### src/rtl/wdog_rst_gen.sv
// wdog_rst_gen
//
// Watchdog and software reset generator. Watches a periodic kick and, on
// expiry or on an explicit software request, drives a fixed-length active-low
// pulse onto the board-level reset net. That net loops back through the
// board reset synchronizer, so the pulse normally ends with rst_n asserting
// and this block returning to IDLE.
//
// Parameters
//   TIMEOUT    ARMED cycles without a kick before expiry (>= 2)
//   PULSE_LEN  cycles RST_out_n is held low (>= 1)
//   HOLDOFF    cycles after a pulse during which all requests are ignored (>= 1)
//
// Ports
//   clk         in   system clock, rising edge
//   rst_n       in   synchronous active-low reset
//   en          in   watchdog enable (level)
//   kick        in   watchdog service, sampled every cycle
//   sw_rst_req  in   software reset request, sampled every cycle
//   RST_out_n   out  registered active-low reset request to the board net
//   timeout     out  registered one-cycle pulse marking watchdog expiry
//   busy        out  registered, high while in PULSE or HOLD

module wdog_rst_gen #(
    parameter int TIMEOUT   = 1024,
    parameter int PULSE_LEN = 16,
    parameter int HOLDOFF   = 8
) (
    input  logic clk,
    input  logic rst_n,
    input  logic en,
    input  logic kick,
    input  logic sw_rst_req,
    output logic RST_out_n,
    output logic timeout,
    output logic busy
);

    localparam int MAX_TP  = (TIMEOUT > PULSE_LEN) ? TIMEOUT : PULSE_LEN;
    localparam int MAX_ALL = (MAX_TP > HOLDOFF) ? MAX_TP : HOLDOFF;
    // One spare bit so the counter can never wrap before its terminal count.
    localparam int CW      = $clog2(MAX_ALL) + 1;

    localparam logic [CW-1:0] TIMEOUT_LAST = CW'(TIMEOUT - 1);
    localparam logic [CW-1:0] PULSE_LAST   = CW'(PULSE_LEN - 1);
    localparam logic [CW-1:0] HOLD_LAST    = CW'(HOLDOFF - 1);

    typedef enum logic [1:0] {
        IDLE  = 2'd0,
        ARMED = 2'd1,
        PULSE = 2'd2,
        HOLD  = 2'd3
    } state_t;

    state_t          state, state_next;
    logic [CW-1:0]   cnt, cnt_next;
    logic            timeout_next;

    // Outputs are registered from the next-state decode so they change on the
    // same edge as the transition that defines them.
    always_ff @(posedge clk) begin
        if (!rst_n) begin
            state     <= IDLE;
            cnt       <= '0;
            RST_out_n <= 1'b1;
            timeout   <= 1'b0;
            busy      <= 1'b0;
        end else begin
            state     <= state_next;
            cnt       <= cnt_next;
            RST_out_n <= (state_next != PULSE);
            timeout   <= timeout_next;
            busy      <= (state_next == PULSE) || (state_next == HOLD);
        end
    end

    always_comb begin
        state_next   = state;
        cnt_next     = cnt;
        timeout_next = 1'b0;

        case (state)
            IDLE: begin
                // Software request wins over enable; kicks mean nothing here.
                if (sw_rst_req) begin
                    state_next = PULSE;
                    cnt_next   = '0;
                end else if (en) begin
                    state_next = ARMED;
                    cnt_next   = '0;
                end
            end

            ARMED: begin
                // A kick in the expiry cycle still wins, so a late but valid
                // service never produces a reset.
                if (sw_rst_req) begin
                    state_next = PULSE;
                    cnt_next   = '0;
                end else if (!en) begin
                    state_next = IDLE;
                    cnt_next   = '0;
                end else if (kick) begin
                    cnt_next = '0;
                end else if (cnt == TIMEOUT_LAST) begin
                    state_next   = PULSE;
                    cnt_next     = '0;
                    timeout_next = 1'b1;
                end else begin
                    cnt_next = cnt + CW'(1);
                end
            end

            PULSE: begin
                // Inputs are ignored: once started, the pulse always completes.
                if (cnt == PULSE_LAST) begin
                    state_next = HOLD;
                    cnt_next   = '0;
                end else begin
                    cnt_next = cnt + CW'(1);
                end
            end

            HOLD: begin
                if (cnt == HOLD_LAST) begin
                    state_next = en ? ARMED : IDLE;
                    cnt_next   = '0;
                end else begin
                    cnt_next = cnt + CW'(1);
                end
            end

            default: begin
                state_next = IDLE;
                cnt_next   = '0;
            end
        endcase
    end

endmodule

### config.mk
export PLATFORM = sky130hd
export DESIGN_NAME = wdog_rst_gen
export DESIGN_NICKNAME = d
export VERILOG_FILES = /design/src/rtl/wdog_rst_gen.sv
export SDC_FILE = /design/constraint.sdc
export NUM_CORES = 1
export LEC_CHECK = 0
export ABC_AREA = 1
export CAP_MARGIN = 10
export CORE_MARGIN = 2
export CORE_UTILIZATION = 56
export CTS_CLUSTER_DIAMETER = 80
export DETAILED_ROUTE_END_ITERATION = 12
export PLACE_DENSITY = 0.76
export SLEW_MARGIN = 20
export SYNTH_ARGS = -nofsm -noshare
export SYNTH_HDL_FRONTEND = slang
export SYNTH_SLANG_ARGS = --single-unit
export TNS_END_PERCENT = 1
### constraint.sdc
create_clock -name clk -period 1.85 [get_ports clk]
set_clock_uncertainty 0.2 [all_clocks]
set_input_delay 0.37 -clock clk [delete_from_list [all_inputs] [get_ports clk]]
set_output_delay 0.37 -clock clk [all_outputs]
set_load 0.05 [all_outputs]
## After elaboration in Yosys (flattened, before gate mapping)

Cells that the tools add are included.

- Bitwise gates (word level): 3
- Multiplexer cells: 20
- Eq/ne operators: 10
- $add $sub $neg: 1
- Reductions and logical operators: 3

Operator list:

| cell | number |
|---|---|
| 2-to-1 mux 11 bit | 8 |
| one-hot mux 11 bit (4 select lines) | 1 |
| 2-to-1 mux 2 bit | 8 |
| adder 11 x 1 -> 11 bit, second input constant | 1 |
| equality test 11 x 10 -> 1 bit, second input constant | 1 |
| equality test 11 x 3 -> 1 bit, second input constant | 1 |
| equality test 11 x 4 -> 1 bit, second input constant | 1 |
| equality test 2 bit, second input constant | 4 |
| one-hot mux 2 bit (4 select lines) | 1 |
| OR reduction 5 bit | 1 |
| inequality test 3 bit, second input constant | 1 |
| inverter 1 bit | 3 |
| equality test 2 x 1 -> 1 bit, second input constant | 1 |
| zero test 2 bit | 1 |
| 2-to-1 mux 1 bit | 2 |
| inequality test 2 bit, second input constant | 1 |
| logical OR 1 bit | 1 |

- Bits of input ports: 5
- Output and inout port bits: 3
- Register bits after elaboration: 16
- Logic and storage cells: 42

## Depth between registers and ports, before layout

Gate-level depths: netlist of run 1.

- Depth after elaboration: 8
- Gate-level depth with buffers: 9
- Mapped depth without buffers: 9

## Worst setup path before layout of run 1

No wires, ideal clock.

- Kind: reg-to-reg
- Start: register, netlist name busy
- End: register cnt[10]
- Cell stages (with the launch flop): 7
- Data arrival time: 1.372 ns
- Library setup time: 0.072 ns
- Slack: 0.205 ns
- Data required time: 1.578 ns
- Buffers on the path: 0
- Cells stage by stage: dfxtp_1 inv_1 nor2_1 nand2_2 nand3_4 nand2_1 a21oi_1

RTL lines:

| element | RTL line | text |
|---|---|---|
| to (signal assigned) | 70 | `cnt <= cnt_next;` |
| to (decl) | 56 | `logic [CW-1:0] cnt, cnt_next;` |

## Worst setup path in the final report of run 1

- Start: register cnt[0]
- End: register RST_out_n

- Word-level cells in the longest chain between the ends: 7

Ends and longest elaborated chain:

| element | RTL line | text |
|---|---|---|
| equality test 11 x 10 -> 1 bit | 105 | `end else if (cnt == TIMEOUT_LAST) begin` |
| 2-to-1 mux 2 bit | 105 |  |
| 2-to-1 mux 2 bit | 103 | `end else if (kick) begin` |
| 2-to-1 mux 2 bit | 100 | `end else if (!en) begin` |
| 2-to-1 mux 2 bit | 97 | `if (sw_rst_req) begin` |
| one-hot mux 2 bit (4 select lines) * | 82 | `case (state)` |
| inequality test 2 bit * | 71 | `RST_out_n <= (state_next != PULSE);` |
| to (signal assigned) | 71 |  |
| to (decl) | 34 | `output logic RST_out_n,` |

Every way passes the cells marked *; elsewhere a longest branch is shown, timed or not.
A chain may end at the register's enable or synchronous reset.

==> PnR_summary.wiki, run 1 <==
{| class="wikitable"
! Metric !! Value
|-
| Antenna violations before repair || 0
|-
| Count of buffers inserted at the top-level ports || 7
|-
| Netlist cell types || 26
|-
| Total CTS buffers || 3
|-
| PnR Total Power || 637.9 uW
|-
| Outcome || finished clean
|-
| Number of nets at the end of the flow || 178
|-
| Sequential share of power || 0.536
|-
| Wire length of the first global-routing pass || 3767 microns
|-
| Synth Cell Area || 1006 sq um
|-
| Fmax || 585.1 MHz
|-
| Number of enable-type register cells in the synthesized netlist || 0
|-
| IO Pins || 8
|-
| Pin count of the biggest net entering global routing || 10
|-
| Power Internal || 456.1 uW
|-
| Capturing element type of the critical path || register
|-
| DR iter-0 viols || 36
|-
| Mapped Nets || 160
|-
| Final-layout fill cell count || 145
|-
| Routed length per placed instance || 11.62 microns
|-
| Final Max Slew Viols || 0
|-
| GPL Wtd Cong || 0.8982
|-
| Fraction of final layout cells with drive strength greater than 1 || 0.2105
|-
| Final count of negative-setup-slack endpoints || 0
|-
| Tmin final || 1.709 ns
|-
| Grt ovf || 0
|-
| Worst-Margin Slew || 0.3950 ns
|-
| Effective utilization at floorplan || 0.5890
|-
| Insertion delay to the later sink of the worst-skew pair || 0.29 ns
|-
| Count of antenna-violating nets left after detailed routing || 0
|-
| Most frequent cell after synthesis || nand2_1
|-
| Post-DR vias/cell || 5.148
|-
| GRT Resource Usage Total || 0.2458
|-
| Hold WC Path Type || reg2reg
|-
| Width of the chip || 46.39 microns
|-
| Post-synthesis area per instance || 6.532 sq um
|-
| Routed vias || 1009
|-
| Critical Setup Path Class || reg2reg
|-
| Signal arrival time at the worst endpoint || 1.70 ns
|-
| Number of antenna diodes || 0
|-
| # H-tree levels || 1
|-
| Worst-case headroom to the max-slew limit || 0.7363
|-
| Vias in the first global route || 879
|-
| Switching Fraction || 0.2849
|-
| Fraction of registers with async set/reset || 0
|-
| Most frequent cells after synthesis || nand2_1 (45), nor2_1 (17), dfxtp_1 (15), inv_1 (15), a21oi_1 (13)
|-
| Worst path buffer plus inverter count || 0
|-
| Max-cap check violation count || 0
|-
| CP cell instances || ha_1, nand2_2, nor2_4, nand3_4, o21bai_1, nand3_1, nor2_2, nand2_1
|-
| Synth top area share || 0.2985
|-
| Power share of the clock group || 0.308
|-
| Worst-case clock buffer depth || 2
|-
| Period utilisation layout || 0.9238
|-
| Peak ir drop on the vdd network || 0.0005487 V
|-
| Setup repair after global routing missed its margin || false
|-
| Logic pwr share || 0.156
|-
| Number of sinks on the clock net || 15
|-
| TritonCTS clock tree || done
|-
| Cells taking the most area after synthesis || dfxtp_1 (30%), nand2_1 (17%), a21oi_1 (6.5%)
|-
| Fin cells || 196
|-
| Area leader, netlist || dfxtp_1
|-
| Proportion of synthesized chip area in sequential cells || 0.2985
|-
| Overall die area || 2152 sq um
|-
| Clock-pin slew reported for the worst setup and hold paths after clock tree synthesis || 0.10 ns
|-
| Top_reg_cell synth || dfxtp_1
|-
| Peak per-stage delay on the critical path || 0.40 ns
|-
| Leak || 0.4782 nW
|-
| WL final || 2277 microns
|-
| Worst hold slack || 0.3084 ns
|-
| Post-detailed-placement cell area || 1154 sq um
|-
| Net Sw Power || 181.7 uW
|-
| Area overhead of the layout relative to synthesis || 17.54%
|-
| Cell type group with the largest total delay on the critical path || simple AND/OR/NAND/NOR gates
|-
| Count of unresolved DRC violations after routing || 0
|-
| Iteration count of the initial detailed-routing pass || 4
|-
| Areal power density over the cells || 539.5 nW/um^2
|-
| Yosys warning count || 0
|-
| Placed wire-length estimate after detailed placement || 1699 microns
|-
| Core outline area || 1708 sq um
|-
| Required time of the critical path || 1.84 ns
|-
| Number of storage elements in the synthesis netlist || 15
|-
| CP max FO || 4
|-
| Slowest cell on crit path || dfxtp_1
|-
| CP Launch Type || register
|-
| Post-placement cell count || 192
|-
| Chip height || 46.39 microns
|-
| Final instance area || 1182 sq um
|-
| Clock Root Buffer || clkbuf_4
|-
| Count of standard-cell rows || 15
|-
| Count of mapped cells out of synthesis || 154
|-
| Endpoints failing hold || 0
|}
==> path summary, 6_finish.rpt <==
check / from / to / slack (ns) / cells after the start
worst max register to register: cnt[0] / RST_out_n / 0.14 / 8
worst max-delay path: cnt[0] / RST_out_n / 0.14 / 8
worst min-delay path: cnt[10] / cnt[10] / 0.31 / 2
worst min register to register: cnt[10] / cnt[10] / 0.31 / 2
==> layout make-up <==
class | instances | area (sq um) | share of cell area
flip-flops and latches | 15 | 300.3 | 0.2540
clock buffers | 4 | 26.28 | 0.02222
multi-input cells | 119 | 625.6 | 0.5291
repair buffers | 14 | 127.6 | 0.1079
inverters | 19 | 71.32 | 0.06032
well taps | 25 | 31.28 | 0.02646
==> worst register-to-register path: stages (launching register included) <==
cell and delay (ns):
dfxtp_1 0.40, ha_1 0.21, nand2_2 0.11, nor2_4 0.13, nand3_4 0.11, o21bai_1 0.15, nand3_1 0.10, nor2_2 0.14
nand2_1 0.06
==> layout by cell type, fill, tap and decap left out, types with 2 or more instances in the layout <==
cell | netlist | routed
a21oi_1 | 13 | 13
buf_4 | 0 | 9
clkbuf_4 | 0 | 3
clkdlybuf4s50_1 | 0 | 4
clkinv_1 | 2 | 2
dfxtp_1 | 15 | 15
inv_1 | 15 | 15
inv_2 | 2 | 2
nand2_1 | 45 | 45
nand2_2 | 7 | 7
nand3_1 | 8 | 8
nand3_4 | 2 | 2
nand4_1 | 3 | 3
nor2_1 | 17 | 16
nor2_2 | 4 | 5
nor2_4 | 5 | 5
nor3_1 | 3 | 3
o21bai_1 | 2 | 2
==> sequential cells by signal (all words and copies together), names as in the netlist <==
signal     flops
cnt           11
RST_out_n      1
busy           1
state          1
timeout        1
==> metrics by stage <==
| stage | setup slack [ns] | util | TNS [ns] |
|---|---|---|---|
| after global routing | 0.01049 | 0.6923 | 0 |
| after detailed placement | -0.06124 | 0.6755 | -0.2988 |
| after global placement | 0.01976 | 0.6755 | 0 |
| after floorplan | 0.2055 | - | 0 |
| final | 0.1409 | 0.6923 | 0 |
| after CTS | 0.1324 | 0.6908 | 0 |
==> metal layers <==
layer	global-route usage	vias up	part of all wire
li1	-	528	-
met1	0.3491	452	0.49
met2	0.3750	25	0.45
met3	0.04706	4	0.048
met4	0.06857	0	0.014
met5	0	-	0
==> power groups by stage <==
stage	clock, mW	combinational (mW)	sequential [mW]
2_1_floorplan	0	0.0453	0.358
3_3_place_gp	0	0.0974	0.348
3_5_place_dp	0	0.0985	0.349
4_1_cts	0.195	0.0988	0.342
5_1_grt	0.211	0.109	0.343
6_report	0.197	0.0998	0.342
==> what timing repair did <==
item,in CTS,in global routing
endpoints found under the hold margin,0,0
buffers inserted,0,0
resized for setup,0,1
setup endpoints to repair,0,1
hold buffers,0,0
==> cell families (layout without fill, tap and decap cells) <==
family | count (synthesis) | count (layout) | synth area share
AND/OR/NAND/NOR | 98 | 98 | 0.4938
buffers and inverters | 20 | 37 | 0.08209
AO/OA/AOI/OAI | 19 | 19 | 0.1045
flip-flops | 15 | 15 | 0.2985
adder cells (fa/ha/maj) | 1 | 1 | 0.01244
XOR/XNOR | 1 | 1 | 0.008708
No activity file was read; power rests on OpenSTA's default activity.
==> inputs of run 2 (changes only) <==
--- a/config.mk
+++ b/config.mk
@@ -6,7 +6,6 @@
 export NUM_CORES = 1
 export LEC_CHECK = 0
 export ABC_AREA = 1
-export CAP_MARGIN = 10
 export CORE_MARGIN = 2
 export CORE_UTILIZATION = 56
 export CTS_CLUSTER_DIAMETER = 80
==> results of run 2 <==
The final DEF is identical to that of run 1; final timing and power are the same.
==> inputs of run 3 (changes only) <==
--- a/config.mk
+++ b/config.mk
@@ -6,7 +6,6 @@
 export NUM_CORES = 1
 export LEC_CHECK = 0
 export ABC_AREA = 1
-export CORE_MARGIN = 2
 export CORE_UTILIZATION = 56
 export CTS_CLUSTER_DIAMETER = 80
 export DETAILED_ROUTE_END_ITERATION = 12
==> run 3 against run 2 <==
Critical path depth unchanged. Worst setup slack worse by 0.017 ns. Register-to-register slack got worse by 0.02 ns. Largest cell class unchanged. Highest routed layer unchanged.
==> PnR_summary.wiki, run 3 (synthesized netlist as in run 1, its figures left out) <==
{| class="wikitable"
! Metric !! Value
|-
| Outcome || finished clean
|-
| Most flops, register || cnt
|-
| Worst-Margin Slew || 0.3835 ns
|-
| Pin count of the biggest net entering global routing || 10
|-
| Count of standard-cell rows || 14
|-
| Power share of the clock group || 0.301
|-
| Clock Root Buffer || clkbuf_4
|-
| Clock-pin slew reported for the worst setup and hold paths after clock tree synthesis || 0.09 ns
|-
| Worst setup slack before clock tree synthesis || -0.1179 ns
|-
| Setup repair after global routing missed its margin || false
|-
| Wire length of the first global-routing pass || 3739 microns
|-
| Reg-to-reg endpoint || RST_out_n
|-
| Final instance area || 1196 sq um
|-
| Area overhead of the layout relative to synthesis || 18.91%
|-
| Sequential share of power || 0.533
|-
| WL final || 2325 microns
|-
| Peak ir drop on the vdd network || 0.0006029 V
|-
| CP Launch Point || cnt[0]
|-
| Most frequent cells in the layout || nand2_1 (45), nor2_1 (16), dfxtp_1 (15), inv_1 (15), a21oi_1 (13)
|-
| Placed wire-length estimate after detailed placement || 1800 microns
|-
| Max-cap check violation count || 0
|-
| Period utilisation layout || 0.9332
|-
| Core outline area || 1594 sq um
|-
| GRT Resource Usage Total || 0.2614
|-
| R2R setup slack || 0.12 ns
|-
| Leak || 0.4886 nW
|-
| Insertion delay to the later sink of the worst-skew pair || 0.28 ns
|-
| CP Launch Type || register
|-
| Vias in the first global route || 878
|-
| Final count of negative-setup-slack endpoints || 0
|-
| Worst hold slack || 0.3186 ns
|-
| Width of the chip || 44.39 microns
|-
| Capturing element type of the critical path || register
|-
| Effective utilization at floorplan || 0.6311
|-
| R2r worst-path depth || 8
|-
| # H-tree levels || 1
|-
| Setup crit end || RST_out_n
|-
| Tmin final || 1.726 ns
|-
| Critical Setup Path Class || reg2reg
|-
| Overall die area || 1970 sq um
|-
| Number of nets at the end of the flow || 180
|-
| Net Sw Power || 181.1 uW
|-
| Final Max Slew Viols || 0
|-
| Setup TNS || 0 ns
|-
| Fraction of final layout cells with drive strength greater than 1 || 0.2197
|-
| Number of flip-flops under the largest register name || 11
|-
| Power Internal || 459.6 uW
|-
| Grt ovf || 0
|-
| Worst-case headroom to the max-slew limit || 0.7440
|-
| Areal power density over the cells || 535.7 nW/um^2
|-
| Post-detailed-placement cell area || 1167 sq um
|-
| Most common cell after layout, fill and taps aside || nand2_1
|-
| Worst R2R Start || cnt[0]
|-
| Iteration count of the initial detailed-routing pass || 4
|-
| Least setup slack across all paths after layout || 0.1237 ns
|-
| Required time of the critical path || 1.83 ns
|-
| Count of unresolved DRC violations after routing || 0
|-
| Routed length per placed instance || 11.80 microns
|-
| Switching Fraction || 0.2827
|-
| Number of sinks on the clock net || 15
|-
| CP max FO || 4
|-
| Post-DR vias/cell || 5.183
|-
| Count of buffers inserted at the top-level ports || 7
|-
| Endpoints failing hold || 0
|-
| Number of antenna diodes || 0
|-
| Antenna violations before repair || 0
|-
| Fmax || 579.3 MHz
|-
| Logic pwr share || 0.165
|-
| DR iter-0 viols || 35
|-
| TritonCTS clock tree || done
|-
| Signal arrival time at the worst endpoint || 1.71 ns
|-
| IO Pins || 8
|-
| Routed vias || 1021
|-
| Worst-case clock buffer depth || 2
|-
| Chip height || 44.39 microns
|-
| Hold WC Path Type || reg2reg
|-
| Total CTS buffers || 3
|-
| Final core occ || 0.7504
|-
| GPL Wtd Cong || 0.8440
|-
| Count of antenna-violating nets left after detailed routing || 0
|}
-- run 3: changes by cell type in the layout (fill, tap and decap cells not counted) --
cell   delta
buf_4     +2
-- run 3: worst min path at each step --
| stage | from | to | slack, ns | depth (start not counted) |
|---|---|---|---|---|
| 6_report | cnt[3] | cnt[3] | 0.32 | 2 |
| 5_1_grt | cnt[3] | cnt[3] | 0.35 | 2 |
| 2_1_floorplan | rst_n | cnt[2] | 0.27 | 2 |
| 4_1_cts | cnt[3] | cnt[3] | 0.32 | 2 |
| 3_3_place_gp | cnt[1] | cnt[1] | 0.29 | 2 |
| 3_5_place_dp | cnt[3] | cnt[3] | 0.30 | 2 |
-- run 3: what timing repair did --
action                     4_1_cts  5_1_grt
buffers inserted                 0        0
gates resized for setup          0        1
setup endpoints to repair        0        2
hold buffers                     0        0
-- run 3: power groups by stage --
stage	clock network, mW	logic (mW)	registers, mW
floorplan	0	0.0453	0.358
global placement	0	0.101	0.348
detailed placement	0	0.103	0.349
CTS	0.203	0.104	0.342
global route	0.210	0.114	0.343
finish	0.193	0.106	0.342
-- run 3: critical path: stages, from the launching register on --
cell and delay (ns):
dfxtp_1 0.40, ha_1 0.21, nand2_2 0.11, nor2_4 0.14, nand3_4 0.10, o21bai_1 0.15, nand3_1 0.10, nor2_2 0.14
nand2_1 0.06
-- run 3: routing by layer --
metal / GRT usage / vias up / share of wire
met3: 0.04082 / 6 / 0.031
met1: 0.3426 / 462 / 0.48
li1: - / 532 / -
met5: 0 / - / 0
met2: 0.4147 / 21 / 0.47
met4: 0.1333 / 0 / 0.021
-- run 3: cell type report --
type	instances	area, sq um
Multi-Input combinational cell	119	625.6
Inverter	19	71.32
Sequential cell	15	300.3
Clock buffer	4	26.28
Timing Repair Buffer	16	142.6
Tap cell	24	30.03
Fill cell	131	397.9
-- run 3: per-stage QoR --
step	std cells	power, mW
floorplan	154	0.4032
global placement	193	0.4495
detailed placement	193	0.4526
CTS	197	0.6485
global route	197	0.6670
finish	197	0.6407
